<file path="src/rtl/seq_array_mult_pkg.sv">
// Shared definitions for the sequential shift-and-add multiplier:
// FSM state encoding and counter sizing helper.
package seq_array_mult_pkg;

  typedef enum logic [1:0] {
    ST_IDLE  = 2'd0,
    ST_RUN   = 2'd1,
    ST_FIXUP = 2'd2,
    ST_DONE  = 2'd3
  } state_t;

  // Counter must hold the value WIDTH itself, hence WIDTH+1.
  function automatic int cnt_width(input int width);
    return $clog2(width + 1);
  endfunction

endpackage

</file>
<file path="src/rtl/seq_array_mult_if.sv">
// Operand/product valid-ready bundle for seq_array_mult.
interface seq_array_mult_if #(
  parameter int WIDTH = 4
);
  logic                   in_valid;
  logic                   in_ready;
  logic [WIDTH-1:0]       a;
  logic [WIDTH-1:0]       b;
  logic                   signed_mode;
  logic                   out_valid;
  logic                   out_ready;
  logic [2*WIDTH-1:0]     product;
  logic                   busy;

  modport master (
    output in_valid, a, b, signed_mode, out_ready,
    input  in_ready, out_valid, product, busy
  );

  modport slave (
    input  in_valid, a, b, signed_mode, out_ready,
    output in_ready, out_valid, product, busy
  );
endinterface

</file>
<file path="src/rtl/seq_array_mult_rc_adder.sv">
// Ripple-carry adder built from half/full adder cells; the full adder is
// itself two half adders plus an OR on the carries.
module half_adder (
  input  logic a,
  input  logic b,
  output logic sum,
  output logic cout
);
  assign sum  = a ^ b;
  assign cout = a & b;
endmodule

module full_adder (
  input  logic a,
  input  logic b,
  input  logic cin,
  output logic sum,
  output logic cout
);
  logic s0, c0, c1;

  half_adder u_ha0 (.a(a),  .b(b),   .sum(s0),  .cout(c0));
  half_adder u_ha1 (.a(s0), .b(cin), .sum(sum), .cout(c1));

  assign cout = c0 | c1;
endmodule

module rc_adder #(
  parameter int WIDTH = 4
) (
  input  logic [WIDTH-1:0] a,
  input  logic [WIDTH-1:0] b,
  input  logic             cin,
  output logic [WIDTH-1:0] sum,
  output logic             cout
);
  logic [WIDTH:0] carry;

  assign carry[0] = cin;

  generate
    for (genvar gi = 0; gi < WIDTH; gi++) begin : g_bit
      full_adder u_fa (
        .a    (a[gi]),
        .b    (b[gi]),
        .cin  (carry[gi]),
        .sum  (sum[gi]),
        .cout (carry[gi+1])
      );
    end
  endgenerate

  assign cout = carry[WIDTH];
endmodule

</file>
<file path="src/rtl/seq_array_mult.sv">
// Iterative WIDTH x WIDTH multiplier: magnitudes are multiplied LSB-first
// over WIDTH cycles, then the sign is applied in a single fixup cycle.
module seq_array_mult
  import seq_array_mult_pkg::*;
#(
  parameter int WIDTH = 4
) (
  input  logic             clk,
  input  logic             rst_n,
  seq_array_mult_if.slave  bus
);
  localparam int CNT_W = cnt_width(WIDTH);
  localparam int PW    = 2 * WIDTH;

  state_t           state_reg,  state_next;
  logic [WIDTH-1:0] mcand_reg,  mcand_next;
  logic [WIDTH-1:0] mplier_reg, mplier_next;
  logic [PW-1:0]    acc_reg,    acc_next;
  logic [CNT_W-1:0] cnt_reg,    cnt_next;
  logic             neg_reg,    neg_next;

  logic [WIDTH-1:0] a_mag, b_mag, addend, sum;
  logic             cout;

  // Most negative input negates to 2^(WIDTH-1), which is still a valid
  // unsigned WIDTH-bit magnitude.
  assign a_mag  = (bus.signed_mode && bus.a[WIDTH-1]) ? (~bus.a + 1'b1) : bus.a;
  assign b_mag  = (bus.signed_mode && bus.b[WIDTH-1]) ? (~bus.b + 1'b1) : bus.b;
  assign addend = mplier_reg[0] ? mcand_reg : '0;

  rc_adder #(.WIDTH(WIDTH)) u_adder (
    .a    (acc_reg[PW-1:WIDTH]),
    .b    (addend),
    .cin  (1'b0),
    .sum  (sum),
    .cout (cout)
  );

  always_comb begin
    state_next  = state_reg;
    mcand_next  = mcand_reg;
    mplier_next = mplier_reg;
    acc_next    = acc_reg;
    cnt_next    = cnt_reg;
    neg_next    = neg_reg;

    case (state_reg)
      ST_IDLE: begin
        if (bus.in_valid) begin
          mcand_next  = a_mag;
          mplier_next = b_mag;
          neg_next    = bus.signed_mode & (bus.a[WIDTH-1] ^ bus.b[WIDTH-1]);
          acc_next    = '0;
          cnt_next    = CNT_W'(WIDTH);
          state_next  = ST_RUN;
        end
      end
      ST_RUN: begin
        // Partial sum lands in the upper half; the carry-out becomes the new MSB.
        acc_next    = {cout, sum, acc_reg[WIDTH-1:1]};
        mplier_next = mplier_reg >> 1;
        cnt_next    = cnt_reg - 1'b1;
        if (cnt_reg == CNT_W'(1)) begin
          state_next = ST_FIXUP;
        end
      end
      ST_FIXUP: begin
        if (neg_reg && (acc_reg != '0)) begin
          acc_next = ~acc_reg + 1'b1;
        end
        state_next = ST_DONE;
      end
      ST_DONE: begin
        if (bus.out_ready) begin
          state_next = ST_IDLE;
        end
      end
      default: state_next = ST_IDLE;
    endcase
  end

  always_ff @(posedge clk or negedge rst_n) begin
    if (!rst_n) begin
      state_reg  <= ST_IDLE;
      mcand_reg  <= '0;
      mplier_reg <= '0;
      acc_reg    <= '0;
      cnt_reg    <= '0;
      neg_reg    <= 1'b0;
    end else begin
      state_reg  <= state_next;
      mcand_reg  <= mcand_next;
      mplier_reg <= mplier_next;
      acc_reg    <= acc_next;
      cnt_reg    <= cnt_next;
      neg_reg    <= neg_next;
    end
  end

  assign bus.in_ready  = (state_reg == ST_IDLE);
  assign bus.out_valid = (state_reg == ST_DONE);
  assign bus.busy      = (state_reg == ST_RUN) || (state_reg == ST_FIXUP);
  assign bus.product   = acc_reg;

endmodule

</file>
<file path="src/flat_wrapper.sv">
// flat-port wrapper written by rule: the top's interface ports become plain ports
module seq_array_mult_flat import seq_array_mult_pkg::*;
#(
  parameter int WIDTH = 4
)
  (clk, rst_n, bus_in_valid, bus_a, bus_b, bus_signed_mode, bus_out_ready, bus_in_ready, bus_out_valid, bus_product, bus_busy);
  seq_array_mult_if #(.WIDTH(WIDTH)) bus_i ();
  input  logic clk;
  input  logic rst_n;
  input wire logic [$bits(bus_i.in_valid)-1:0] bus_in_valid;
  input wire logic [$bits(bus_i.a)-1:0] bus_a;
  input wire logic [$bits(bus_i.b)-1:0] bus_b;
  input wire logic [$bits(bus_i.signed_mode)-1:0] bus_signed_mode;
  input wire logic [$bits(bus_i.out_ready)-1:0] bus_out_ready;
  output wire logic [$bits(bus_i.in_ready)-1:0] bus_in_ready;
  output wire logic [$bits(bus_i.out_valid)-1:0] bus_out_valid;
  output wire logic [$bits(bus_i.product)-1:0] bus_product;
  output wire logic [$bits(bus_i.busy)-1:0] bus_busy;
  assign bus_i.in_valid = bus_in_valid;
  assign bus_i.a = bus_a;
  assign bus_i.b = bus_b;
  assign bus_i.signed_mode = bus_signed_mode;
  assign bus_i.out_ready = bus_out_ready;
  assign bus_in_ready = bus_i.in_ready;
  assign bus_out_valid = bus_i.out_valid;
  assign bus_product = bus_i.product;
  assign bus_busy = bus_i.busy;
  seq_array_mult #(.WIDTH(WIDTH)) u_core (.clk(clk), .rst_n(rst_n), .bus(bus_i));
endmodule
</file>
<file path="config.mk">
export PLATFORM = sky130hd
export DESIGN_NAME = seq_array_mult_flat
export DESIGN_NICKNAME = d
export VERILOG_FILES = /design/src/rtl/seq_array_mult_pkg.sv /design/src/rtl/seq_array_mult_if.sv /design/src/rtl/seq_array_mult_rc_adder.sv /design/src/rtl/seq_array_mult.sv /design/src/flat_wrapper.sv
export SDC_FILE = /design/constraint.sdc
export NUM_CORES = 1
export LEC_CHECK = 0
export CAP_MARGIN = 20
export CELL_PAD_IN_SITES_DETAIL_PLACEMENT = 0
export CELL_PAD_IN_SITES_GLOBAL_PLACEMENT = 1
export CORE_ASPECT_RATIO = 1.4
export CORE_UTILIZATION = 43
export DETAILED_ROUTE_END_ITERATION = 10
export HOLD_SLACK_MARGIN = 0.02
export PLACE_DENSITY = 0.95
export SYNTH_ARGS = -nofsm -noshare
export SYNTH_HDL_FRONTEND = slang
export SYNTH_SLANG_ARGS = --single-unit
</file>
<file path="constraint.sdc">
create_clock -name clk -period 5.07 [get_ports clk]
set_clock_uncertainty 0.05 [all_clocks]
set_input_delay 1.014 -clock clk [delete_from_list [all_inputs] [get_ports clk]]
set_output_delay 1.014 -clock clk [all_outputs]
set_load 0.02 [all_outputs]
</file>
After elaboration in Yosys (flattened, before gate mapping)
Index checks and enable logic that the tools add are counted.

Flip-flop bits (word level): 22. Logic and storage cells: 66.

Add/sub/neg operators: 4. Equal/unequal tests: 8. Multiplexer cells: 14. Bitwise gates (word level): 22. Reductions and logical operators: 12.

Operators with widths (count): case mux 8 bit (3 select lines) (1); two-way mux 4 bit (4); two-way mux 8 bit (2); adder 4 x 1 -> 4 bit (second input constant) (2); adder 8 x 1 -> 8 bit (second input constant) (1); AND 1 bit (8); NOT 4 bit (2); NOT 8 bit (1); case mux 2 bit (4 select lines) (1); case mux 4 bit (2 select lines) (1); nonzero test 8 bit (1); XOR 1 bit (8); two-way mux 2 bit (3); case mux 3 bit (2 select lines) (1); AND reduction 3 bit (2); == test 2 bit (second input constant) (2); != test 2 x 1 -> 1 bit (second input constant) (2); != test 2 bit (second input constant) (2); AND reduction 2 bit (2); == test 3 x 1 -> 1 bit (second input constant) (1); logical AND 1 bit (3); two-way mux 3 bit (1); bitwise OR 1 bit (3); nonzero test 3 bit (1); other kinds (5) (5).

Depth between registers and ports, before layout
Depth in word-level cells: 9. Depth in mapped cells: 9. Mapped depth without buffers: 8.

Cells and area by module
Synthesis repeated with hierarchy kept, for this count alone.

Cell total of the unflattened synthesis: 184. Area, all modules: 1617.8 um2.

Modules (own cells, without submodules): seq_array_mult (instances 1, cells an instance 172, area an instance 1492.7 um2, seq. area each 550.5 um2); half_adder (instances 8, cells an instance 1, area an instance 12.5 um2, seq. area each 0.0 um2); full_adder (instances 4, cells an instance 1, area an instance 6.3 um2, seq. area each 0.0 um2).

Worst setup path before layout
OpenSTA, ideal clock, no wires.

Kind: reg2reg. From: reg u_core.mplier_reg[0]. To: reg u_core.acc_reg[6] (netlist: u_core.bus.product[6]). Library setup time: 0.128 ns. Data arrival time: 2.080 ns. Required time: 4.892 ns. Slack: 2.812 ns. Stages on the path, launching flop included: 9. Cell sequence: dfrtp_1 -> and2_1 -> ha_1 -> inv_1 -> fa_1 -> fa_1 -> fa_1 -> o32a_1 -> o22ai_2.

Longest elaborated chain between the ends: 8. Elaborated cells on any way between the ends: 13.

RTL lines: from (decl) (RTL line seq_array_mult.sv:17) `logic [WIDTH-1:0] mplier_reg, mplier_next;`; from (signal assigned) (RTL line seq_array_mult.sv:93) `mplier_reg <= mplier_next;`; two-way mux 4 bit (*) (RTL line seq_array_mult.sv:29) `assign addend = mplier_reg[0] ? mcand_reg : '0;`; XOR 1 bit or AND 1 bit (tied branches) (RTL line seq_array_mult_rc_adder.sv:9, seq_array_mult_rc_adder.sv:10); AND 1 bit (RTL line seq_array_mult_rc_adder.sv:10) `assign cout = a & b;`; bitwise OR 1 bit (RTL line seq_array_mult_rc_adder.sv:25) `assign cout = c0 | c1;`; AND 1 bit (RTL line seq_array_mult_rc_adder.sv:10); bitwise OR 1 bit (RTL line seq_array_mult_rc_adder.sv:25); XOR 1 bit (*) (RTL line seq_array_mult_rc_adder.sv:9) `assign sum = a ^ b;`; case mux 8 bit (3 select lines) (*) (RTL line seq_array_mult.sv:47) `case (state_reg)`; to (signal assigned) (RTL line seq_array_mult.sv:94) `acc_reg <= acc_next;`; to (decl) (RTL line seq_array_mult.sv:18) `logic [PW-1:0] acc_reg, acc_next;`.

Mark *: on every way between the ends. The rest lies on a longest branch, timed or not. A chain may end at the register's enable or synchronous reset.

Worst setup path after layout
From: reg u_core.state_reg[1]. To: out bus_in_ready.

Longest elaborated chain between the ends: 1.

RTL lines: from (decl) (RTL line seq_array_mult.sv:15) `state_t state_reg, state_next;`; from (signal assigned) (RTL line seq_array_mult.sv:91) `state_reg <= state_next;`; zero test 2 bit (RTL line seq_array_mult.sv:100) `assign bus.in_ready = (state_reg == ST_IDLE);`; to (decl) (RTL line flat_wrapper.sv:15) `output wire logic [$bits(bus_i.in_ready)-1:0] bus_in_ready;`.

No other way between the ends.

==> key figures <==
Drt
  • Starting DRT DRC Count: 21
  • Initial DRT Pass Iterations: 4
  • Drt drc: 0
  • WL final: 3130 um
  • Drt via density: about 5.7
  • Via count: 1280
  • Post-route ant nets: 0
  • DR WL/cell: around 14 um

Timing
  • Final period util: 0.569
  • Max Freq: ~0.35 GHz
  • Worst Tran Pin Value: roughly 0.52 ns
  • Hold Violations, Final: 0
  • RSZ-0062 raised after global routing: false
  • Max_slew headroom: 0.650
  • Max Transition Viols Final: 0
  • Post-layout min period: 2.88 ns
  • Setup tns final: 0 ns
  • Final setup vio count: 0

GRT
  • GRT busiest layer: met2
  • Met1 Use GR: 0.241
  • Vias in the first global route: about 1300
  • Total GRT Usage: 0.199
  • Global-route wire length before repair: 5620 um
  • Largest net degree at the start of global routing: 23
  • Initial antenna violation count: 0
  • Met3 global-route usage: 0.0273
  • Total grt overflow: 0
  • GR Util met2: 0.340

Finish
  • Max FFs per register: 8
  • Layout cells sized above 1: 0.0703
  • Nets: 212
  • Commonest non-fill, non-tap cells in the layout: o21ai_0, clkdlybuf4s50_1, inv_1, dfrtp_1, nand2_1
  • Fillers: 320
  • Ant. Diodes: 0
  • Area delta synth->final: 19.5%

Floorplan
  • Core ar.: 3380 um2
  • Initial core utilization: 0.447
  • Chip Height: 72.2 um
  • Total die area: ~3800 um2
  • # rows: 25
  • I/O pin cnt: 24
  • Die width: 52.1 um

Power
  • Cell Pwr Density: roughly 600 nW/um2
  • Power, Total: 1.08 mW
  • Total leakage power: 0.756 nW
  • VDD IR max: 0.379 mV

Job
  • Max-Cap Viols: 0

Synthesis
  • Syn_area_per_cell: 9.00 um2
  • Sequential element share of the synthesized area: 0.364
  • FF+latch count, synth: 22
  • Syn. warnings: 0
  • Area contributors post-synth: dfrtp_1, ha_1, o21ai_0
  • Post-Syn Nets: roughly 190
  • Synth area leader: dfrtp_1
  • Asr flop ratio synth: 1.00
  • Synth unique cells: 45
  • Syn Inst Count: 168
  • Synthesized cell area: 1510 um2
  • Post-synth top flop: dfrtp_1
  • Post-synth EDFFs: 0
  • Share of the synthesized area in the top cell type: 0.364

Critical path
  • Crit path cell chain: inv_1, ha_1, clkdlybuf4s50_1
  • CP bufs+invs: 2
  • Maximum fanout along the worst path: 10
  • CP endpoint kind: primary output
  • CP max stage delay: 0.67 ns
  • Type of the worst setup path: register to primary output
  • Critical path's slowest cell: clkdlybuf4s50_1
  • Worst path arrival time: around 1.8 ns
  • Worst EP required: 4.01 ns
  • CP Launch Type: register
  • Delay-heaviest family, CP: buffers and inverters

Clock tree
  • H-tree lvl count: 1
  • Post-CTS setup buffers: 0
  • Clock Tree Root: clkbuf_8
  • Worst-Skew Late Latency: 0.26 ns
  • CTS tree: built
  • # resized after CTS: 0
  • CTS Buf Count: 3
  • Sink Count: 22
  • Buffers from clock root to sink, at most: 2
  • Worst-path clk slew: 0.08 ns
  • Cts hold-fix bufs: 0

Placed design
  • Port buffer count: 23
  • Post-DP HPWL: 2410 um
  • Routability cong.: 0.828

Outcome
  • Status: complete, no violations

Worst hold path
  • Worst Hold Class: register to register
## metal layers
metal | share of wire | vias to the layer above
li1 | - | 624
met1 | 0.42 | 620
met2 | 0.53 | 32
met3 | 0.033 | 4
met4 | 0.016 | 0
met5 | 0 | -
## report_power, final
| group | switching [mW] | internal, mW |
|---|---|---|
| clock network | 0.0571 | 0.105 |
| registers | 0.0665 | 0.244 |
| logic | 0.349 | 0.255 |
## cell families after synthesis
group | after synthesis | synth area share
AO/OA/AOI/OAI | 50 | 0.227
AND/OR/NAND/NOR | 45 | 0.152
buffers and inverters | 33 | 0.103
adder cells (fa/ha/maj) | 13 | 0.123
flip-flops | 22 | 0.364
multiplexers | 2 | 0.0141
XOR/XNOR | 3 | 0.0174
## cell type report
cell class              instances  area, um2  area share
clock buffers                   3       41.3      0.0229
repair buffers                 24        245       0.136
multi-input cells             113        806       0.446
well taps                      40       50.0      0.0277
inverters                      22       82.6      0.0457
flip-flops and latches         22        551       0.305
clock inverters                 1       30.0      0.0166
## synthesized netlist by cell type (3+ instances only)
library cell / n
nor2_1: 4
o21ai_0: 23
nand3_1: 3
nand2_1: 21
ha_1: 10
buf_4: 4
o22ai_1: 3
fa_1: 3
o31ai_1: 4
dfrtp_1: 22
inv_1: 22
nor3_1: 3
a21oi_1: 5
clkbuf_1: 4
## path summary, 6_finish.rpt
path	depth (start not counted)	slack, ns	to	startpoint
hold reg to reg	2	0.44	u_core.mcand_reg[3]	u_core.mcand_reg[3]
setup / recovery	3	2.19	bus_in_ready	u_core.state_reg[1]
setup reg to reg	6	2.57	u_core.bus.product[7]	u_core.bus.product[4]
max in group asynchronous	2	3.47	u_core.mplier_reg[1]	rst_n
hold / removal	2	0.44	u_core.mcand_reg[3]	u_core.mcand_reg[3]
min in group asynchronous	1	1.04	u_core.bus.product[0]	rst_n
## worst reg2reg max path: cells and delay by family, from the launching register on
| family | cells | cell delay, ns |
|---|---|---|
| adders and majority gates | 4 | 1.36 |
| DFF | 1 | 0.52 |
| AOI/OAI and AO/OA | 1 | 0.40 |
| buffers and inverters | 1 | 0.05 |
## per-stage QoR
stage / utilization / cells / hold WS [ns] / worst slack (ns) / area (um2)
2_1_floorplan: - / 168 / 0.392 / 2.81 / 1510
4_1_cts: 0.530 / 224 / 0.444 / 2.18 / 1790
3_3_place_gp: 0.509 / 220 / 0.413 / 2.44 / 1720
6_report: 0.534 / 225 / 0.440 / 2.19 / 1810
5_1_grt: 0.534 / 225 / 0.486 / 2.06 / 1810
3_5_place_dp: 0.509 / 220 / 0.426 / 2.35 / 1720
Power figures use the tool's default switching activity.
